`config.mk`:
```
export PLATFORM = sky130hd
export DESIGN_NAME = cr_mask_pipe
export DESIGN_NICKNAME = d
export VERILOG_FILES = /design/src/rtl/cr_mask_pipe.sv
export SDC_FILE = /design/constraint.sdc
export NUM_CORES = 1
export LEC_CHECK = 0
export BUFFER_PORTS_ARGS = -buffer_cell sky130_fd_sc_hd__buf_2
export CORE_MARGIN = 4
export CORE_UTILIZATION = 54
export CTS_CLUSTER_DIAMETER = 100
export DETAILED_ROUTE_END_ITERATION = 8
export GPL_ROUTABILITY_DRIVEN = 0
export MAX_ROUTING_LAYER = met4
export PLACE_DENSITY = 0.7
export SYNTH_ARGS = -nofsm -noshare
export SYNTH_HDL_FRONTEND = slang
export SYNTH_SLANG_ARGS = --single-unit
export TNS_END_PERCENT = 10
```
`constraint.sdc`:
```
create_clock -name clk_65mhz -period 4.8 [get_ports clk_65mhz]
set_clock_uncertainty 0.05 [all_clocks]
set_input_delay 0 -clock clk_65mhz [delete_from_list [all_inputs] [get_ports clk_65mhz]]
set_output_delay 0 -clock clk_65mhz [all_outputs]
set_load 0.02 [all_outputs]
```
`src/rtl/cr_mask_pipe.sv`:
```
`default_nettype none
// ============================================================================
// Module   : cr_mask_pipe
// Function : Pixel-rate RGB888 -> Cr conversion with a programmable Cr
//            window. Produces a chroma mask aligned with delayed pixel
//            coordinates, and reports the masked-pixel count per frame.
// Options  : CR_MASK_ERODE_EN adds a 3-tap horizontal erosion stage
//            (latency 5 instead of 4).
// Revision : 1.0 - initial release
// ============================================================================
module cr_mask_pipe #(
  parameter int H_ACTIVE = 1024,
  parameter int V_ACTIVE = 768,
  parameter int CNT_W    = 20
) (
  input  logic             clk_65mhz,
  input  logic             rst_in,
  input  logic [10:0]      hcount_in,
  input  logic [9:0]       vcount_in,
  input  logic [23:0]      pixel_in,
  input  logic [7:0]       cr_lo_in,
  input  logic [7:0]       cr_hi_in,
  output logic [10:0]      hcount_out,
  output logic [9:0]       vcount_out,
  output logic [7:0]       cr_out,
  output logic             mask_out,
  output logic [CNT_W-1:0] count_out,
  output logic             count_valid_out
);

  localparam logic [10:0]      c_h_act   = 11'(H_ACTIVE);
  localparam logic [9:0]       c_v_act   = 10'(V_ACTIVE);
  localparam logic [CNT_W-1:0] c_cnt_max = {CNT_W{1'b1}};

  // Threshold shadow: a new window is captured only at the input-side frame
  // start, and each pixel carries its own window copy down the pipe so that
  // pixels of the previous frame still in flight keep the old window.
  logic       w_fs_in;
  logic [7:0] lo_act_d, hi_act_d;
  logic [7:0] lo_act_q, hi_act_q;

  assign w_fs_in  = (hcount_in == '0) && (vcount_in == '0);
  assign lo_act_d = w_fs_in ? cr_lo_in : lo_act_q;
  assign hi_act_d = w_fs_in ? cr_hi_in : hi_act_q;

  // S1 stage registers
  logic        s1_vld_q;
  logic [23:0] s1_pix_q;
  logic [10:0] s1_h_q;
  logic [9:0]  s1_v_q;
  logic [7:0]  s1_lo_q, s1_hi_q;
  // S2 stage registers
  logic        s2_vld_q;
  logic [14:0] s2_pr_q, s2_pg_q, s2_pb_q;
  logic [10:0] s2_h_q;
  logic [9:0]  s2_v_q;
  logic [7:0]  s2_lo_q, s2_hi_q;
  // S3 stage registers
  logic               s3_vld_q;
  logic signed [16:0] s3_sum_q;
  logic [10:0]        s3_h_q;
  logic [9:0]         s3_v_q;
  logic [7:0]         s3_lo_q, s3_hi_q;

  // Active window shadow and S1 input capture
  always_ff @(posedge clk_65mhz or negedge rst_in) begin
    if (!rst_in) begin
      lo_act_q <= '0;
      hi_act_q <= '0;
      s1_vld_q <= 1'b0;
      s1_pix_q <= '0;
      s1_h_q   <= '0;
      s1_v_q   <= '0;
      s1_lo_q  <= '0;
      s1_hi_q  <= '0;
    end else begin
      lo_act_q <= lo_act_d;
      hi_act_q <= hi_act_d;
      s1_vld_q <= 1'b1;
      s1_pix_q <= pixel_in;
      s1_h_q   <= hcount_in;
      s1_v_q   <= vcount_in;
      s1_lo_q  <= lo_act_d;
      s1_hi_q  <= hi_act_d;
    end
  end

  // S2: the three unsigned weight products
  always_ff @(posedge clk_65mhz or negedge rst_in) begin
    if (!rst_in) begin
      s2_vld_q <= 1'b0;
      s2_pr_q  <= '0;
      s2_pg_q  <= '0;
      s2_pb_q  <= '0;
      s2_h_q   <= '0;
      s2_v_q   <= '0;
      s2_lo_q  <= '0;
      s2_hi_q  <= '0;
    end else begin
      s2_vld_q <= s1_vld_q;
      s2_pr_q  <= 15'(s1_pix_q[23:16]) * 15'd112;
      s2_pg_q  <= 15'(s1_pix_q[15:8])  * 15'd94;
      s2_pb_q  <= 15'(s1_pix_q[7:0])   * 15'd18;
      s2_h_q   <= s1_h_q;
      s2_v_q   <= s1_v_q;
      s2_lo_q  <= s1_lo_q;
      s2_hi_q  <= s1_hi_q;
    end
  end

  // S3: signed sum 112R - 94G - 18B (fits 17 bits: |sum| <= 28560)
  always_ff @(posedge clk_65mhz or negedge rst_in) begin
    if (!rst_in) begin
      s3_vld_q <= 1'b0;
      s3_sum_q <= '0;
      s3_h_q   <= '0;
      s3_v_q   <= '0;
      s3_lo_q  <= '0;
      s3_hi_q  <= '0;
    end else begin
      s3_vld_q <= s2_vld_q;
      s3_sum_q <= $signed({2'b00, s2_pr_q}) - $signed({2'b00, s2_pg_q})
                - $signed({2'b00, s2_pb_q});
      s3_h_q   <= s2_h_q;
      s3_v_q   <= s2_v_q;
      s3_lo_q  <= s2_lo_q;
      s3_hi_q  <= s2_hi_q;
    end
  end

  // S4 combinational: floor shift keeps Cr in 16..239, so the 8-bit wrap
  // of the +128 offset is exact. Warm-up slots (no pixel yet) read 0.
  logic [7:0] w_s4_cr;
  logic       w_s4_m;

  assign w_s4_cr = s3_vld_q ? (8'(s3_sum_q >>> 8) + 8'd128) : 8'd0;
  assign w_s4_m  = s3_vld_q && (s3_lo_q <= w_s4_cr) && (w_s4_cr <= s3_hi_q)
                && (s3_h_q < c_h_act) && (s3_v_q < c_v_act);

  // Final-stage view feeding the output registers and the counter
  logic        w_fin_vld;
  logic [10:0] w_fin_h;
  logic [9:0]  w_fin_v;
  logic [7:0]  w_fin_cr;
  logic        w_fin_m;

`ifdef CR_MASK_ERODE_EN
  logic        s4_vld_q;
  logic [10:0] s4_h_q;
  logic [9:0]  s4_v_q;
  logic [7:0]  s4_cr_q;
  logic        s4_m_q;
  logic        prv_m_q;
  logic [9:0]  prv_v_q;

  // Raw-mask stage plus a one-pixel history for the left neighbour
  always_ff @(posedge clk_65mhz or negedge rst_in) begin
    if (!rst_in) begin
      s4_vld_q <= 1'b0;
      s4_h_q   <= '0;
      s4_v_q   <= '0;
      s4_cr_q  <= '0;
      s4_m_q   <= 1'b0;
      prv_m_q  <= 1'b0;
      prv_v_q  <= '0;
    end else begin
      s4_vld_q <= s3_vld_q;
      s4_h_q   <= s3_h_q;
      s4_v_q   <= s3_v_q;
      s4_cr_q  <= w_s4_cr;
      s4_m_q   <= w_s4_m;
      prv_m_q  <= s4_m_q;
      prv_v_q  <= s4_v_q;
    end
  end

  // Centre = registered S4 pixel, right neighbour = pixel now leaving S3.
  // Out-of-active neighbours already carry a 0 raw mask.
  assign w_fin_vld = s4_vld_q;
  assign w_fin_h   = s4_h_q;
  assign w_fin_v   = s4_v_q;
  assign w_fin_cr  = s4_cr_q;
  assign w_fin_m   = s4_m_q && prv_m_q && (prv_v_q == s4_v_q)
                  && w_s4_m && (s3_v_q == s4_v_q);
`else
  assign w_fin_vld = s3_vld_q;
  assign w_fin_h   = s3_h_q;
  assign w_fin_v   = s3_v_q;
  assign w_fin_cr  = w_s4_cr;
  assign w_fin_m   = w_s4_m;
`endif

  // Frame start detected on the final-stage inputs so that the count pulse
  // lands in the same cycle as hcount_out==0 && vcount_out==0.
  logic             w_fs_out;
  logic [CNT_W-1:0] cnt_d, cnt_q;

  assign w_fs_out = w_fin_vld && (w_fin_h == '0) && (w_fin_v == '0);
  assign cnt_d    = w_fs_out ? CNT_W'(w_fin_m)
                  : ((w_fin_m && (cnt_q != c_cnt_max)) ? cnt_q + CNT_W'(1) : cnt_q);

  // Output registers and saturating per-frame mask counter
  always_ff @(posedge clk_65mhz or negedge rst_in) begin
    if (!rst_in) begin
      hcount_out      <= '0;
      vcount_out      <= '0;
      cr_out          <= '0;
      mask_out        <= 1'b0;
      count_out       <= '0;
      count_valid_out <= 1'b0;
      cnt_q           <= '0;
    end else begin
      hcount_out      <= w_fin_h;
      vcount_out      <= w_fin_v;
      cr_out          <= w_fin_cr;
      mask_out        <= w_fin_m;
      count_valid_out <= w_fs_out;
      cnt_q           <= cnt_d;
      if (w_fs_out) begin
        count_out <= cnt_q;
      end
    end
  end

endmodule
`default_nettype wire

```
==> run_results.csv <==
group,metric,value,unit
outcome,status,"finished, final reports clean",
drt,firstDrtPassIters,4,
die,rows,50,
critical_path,rr_startpoint,"s1_pix_q[12]$_DFF_PN0_",
logic_synthesis,yosys.cell_count.top_type,"dfrtp_1",
logic_synthesis,synth_seq_area_share,0.6062,
drt,top_layer,"met4",
timing,rsz0062_at_grt,"false",
final_layout,layout-drive-gt1-share,0.1800,
critical_path,start_kind,"flip-flop",
job,maxCapViolations,0,
die,io_pins,114,
drt,via_per_inst,4.907,
die,dieArea,21710,um^2
min_path,min_to,"s1_pix_q[13]$_DFF_PN0_",
clock_network,tritoncts,"built",
die,dieHeight,147.3,um
logic_synthesis,synthTopCellsByArea,"dfrtp_1 61%, ha_1 9.7%, fa_1 6.7%",
power,clockPowerShare,0.347,
logic_synthesis,netlist_instances,809,
timing,fmax,261.5,MHz
logic_synthesis,synthesis.area,10490,um^2
drt,met3WireLength,700,um
power,p_int,4.404,mW
clock_network,clock_latency,510,ps
timing,finalSetupViolCount,0,
global_route,grt_max_degree,138,
clock_network,cts_root_buf,"clkbuf_16",
drt,met2_length,8943,um
timing,tightest_slew,924.2,ps
critical_path,crit_arrival,4210,ps
die,start_util,0.5550,
drt,drc,0,
min_path,hold_path_startpoint,"pixel_in[13]",
global_route,grt_usage,0.1789,
logic_synthesis,async_flop_share,1.000,
clock_network,cts.sinks,254,
clock_network,clkTransAtPathRegs,60,ps
timing,fin_crit,3824,ps
clock_network,clk_path_buf_depth,3,
clock_network,cts_buffers,26,
drt,wl_per_cell,14.10,um
logic_synthesis,synth_top_flop_cell,"dfrtp_1",
power,peakVddDrop,302.2,uV
power,swShare,0.2836,
logic_synthesis,yosys_register_bits,254,
timing,hold_viol_final,0,
power,p_switching,1.743,mW
min_path,worstHoldPathCells,2,
die,die_w,147.3,um
logic_synthesis,yosys-top-cells-count,"254 x dfrtp_1, 99 x inv_1, 89 x nand2_1",
global_route,grt_pass1_wl,31150,um
critical_path,worst-r2r-setup-slack,980,ps
place,place_area,11360,um^2
clock_network,cts_htree_levels,1,
min_path,min_path_type,"primary input to flip-flop",
critical_path,critPathRequiredTime,5190,ps
critical_path,critPathMaxFanout,5,
global_route,grt_overflow_total,0,
power,power-per-cell-area,475.9,nW/um^2
drt,postRouteAntennaNets,0,
power,pwr-share-seq,0.402,
place,io_buffers,113,
power,leakage,6.553,nW
final_layout,fin_area,12920,um^2
power,pwr-share-comb,0.251,
global_route,antenna_found_initial,0,
drt,met1_length,8139,um
logic_synthesis,syn-num-nets,988,
final_layout,area_growth,23.19,%
logic_synthesis,synth-edff-count,0,
timing,slew_headroom,0.3839,
logic_synthesis,synth_cell_type_count,51,
drt,drt-total-wl,18070,um
critical_path,r2r_end,"s2_pg_q[13]$_DFF_PN0_",
logic_synthesis,synth_warnings,0,
logic_synthesis,synth_top_area_frac,0.6062,
drt,via_count,6291,
final_layout,fin_nets,1181,
logic_synthesis,syn_area_per_cell,12.96,um^2
final_layout,antennaDiodeCount,0,
die,core,18890,um^2
timing,maxSlewViolCount,0,
global_route,grt_pass1_vias,6445,
critical_path,r2r_cells,13,
timing,fin_crit_sh,0.7967,
clock_network,cts_setup_buffers,0,
drt,drt_iter0_drc,278,
critical_path,crit_type,"flip-flop to flip-flop",
critical_path,end_kind,"flip-flop",
logic_synthesis,synth_top_area_cell,"dfrtp_1",
place,dp_hpwl,12390,um
timing,tns,0,ps
[cells by family (layout without fill, tap and decap cells)]
logic type / Yosys count / count (layout) / share of synthesized area
DFF: 254 / 254 / 0.6062
and+or+nand+nor: 183 / 183 / 0.08867
adders and majority gates: 116 / 116 / 0.1635
buffers and inverters: 112 / 325 / 0.04212
AOI/OAI and AO/OA: 97 / 97 / 0.05656
xor gates and xnor gates: 28 / 28 / 0.02339
muxes: 18 / 18 / 0.01921
other: 1 / 1 / 0.0003577
[flip-flops by register name, summed over array words and instances (netlist names), 10 cells and up]
register and cells:
s1_v_q 10, count_out 20, s3_h_q 11, s1_h_q 11, s3_v_q 10, s1_pix_q 24
hcount_out 11, s2_h_q 11, s2_v_q 10, s2_pr_q 11, s2_pb_q 12, vcount_out 10
cnt_q 20, s2_pg_q 14
[worst max-delay path, stage by stage, from the launching register on]
cell	delay, ps
dfrtp_1	480
inv_1	90
fa_1	480
inv_1	40
ha_1	290
fa_1	510
ha_1	300
a21o_1	170
a21oi_1	210
o21ai_0	160
or4_1	450
a41o_1	230
a21oi_1	170
xnor2_1	130
[final cells by class]
type	instances	area [um^2]
inverter	99	371.6
sequential	254	6356
multi-input combinational	443	3696
timing repair buffer	178	1231
clock buffer	35	755.7
tap	260	325.3
fill	1410	5977
clock inverter	13	180.2
[power by group through the flow]
stage,clock network (mW),registers [mW],logic [mW]
3_5_place_dp,0,2.52,1.52
6_report,2.13,2.47,1.54
3_3_place_gp,0,2.52,1.48
5_1_grt,2.29,2.50,1.78
4_1_cts,2.19,2.48,1.57
2_1_floorplan,0,2.52,1.14
[metrics by stage]
step / instances / hold slack (ps) / util / power, mW / setup slack, ps
5_1_grt: 1282 / 61.28 / 0.6836 / 6.560 / 750.9
4_1_cts: 1282 / 43.36 / 0.6836 / 6.239 / 967.5
3_3_place_gp: 1172 / 57.28 / 0.6013 / 3.999 / 1017
3_5_place_dp: 1172 / 59.32 / 0.6013 / 4.034 / 997.4
2_1_floorplan: 809 / -345.6 / - / 3.664 / 1195
6_report: 1282 / 73.59 / 0.6836 / 6.147 / 975.9
[repair_timing]
| item | in CTS | in global routing |
|---|---|---|
| setup endpoints to repair | 0 | 0 |
| resized for setup | 0 | 0 |
| hold buffers | 62 | 0 |
| hold endpoints to repair | 178 | 0 |
[worst max path at each step]
stage / startpoint / end / depth (start not counted)
global placement: s1_pix_q[12]$_DFF_PN0_ / s2_pg_q[13]$_DFF_PN0_ / 13
detailed placement: s1_pix_q[12]$_DFF_PN0_ / s2_pg_q[13]$_DFF_PN0_ / 13
finish: s1_pix_q[12]$_DFF_PN0_ / s2_pg_q[13]$_DFF_PN0_ / 13
global route: s1_pix_q[12]$_DFF_PN0_ / s2_pg_q[13]$_DFF_PN0_ / 13
floorplan: s1_pix_q[11]$_DFF_PN0_ / s2_pg_q[13]$_DFF_PN0_ / 13
CTS: s1_pix_q[12]$_DFF_PN0_ / s2_pg_q[13]$_DFF_PN0_ / 13
[cells in the final DEF (no fill, tap or decap), types with 5 or more instances in the layout]
master and count:
nand3_1 11, xor2_1 10, ha_1 81, fa_1 35, a21oi_1 37, o31ai_1 7
o21ai_0 24, dfrtp_1 254, a21o_1 9, nor2b_1 6, or3_1 11, nand2b_1 7
clkbuf_8 5, buf_2 112, nor2_1 7, nand4_1 7, xnor2_1 18, or4_1 14
mux2_2 17, nor4_1 8, inv_1 99, clkbuf_16 27, dlygate4sd3_1 62, nand2_1 89
[routing by layer]
layer	up-vias	GRT usage
met1	3080	0.2441
met3	27	0.02992
met5	-	-
met2	112	0.2901
met4	0	0.03495
li1	3072	-
Power figures use the tool's default switching activity.
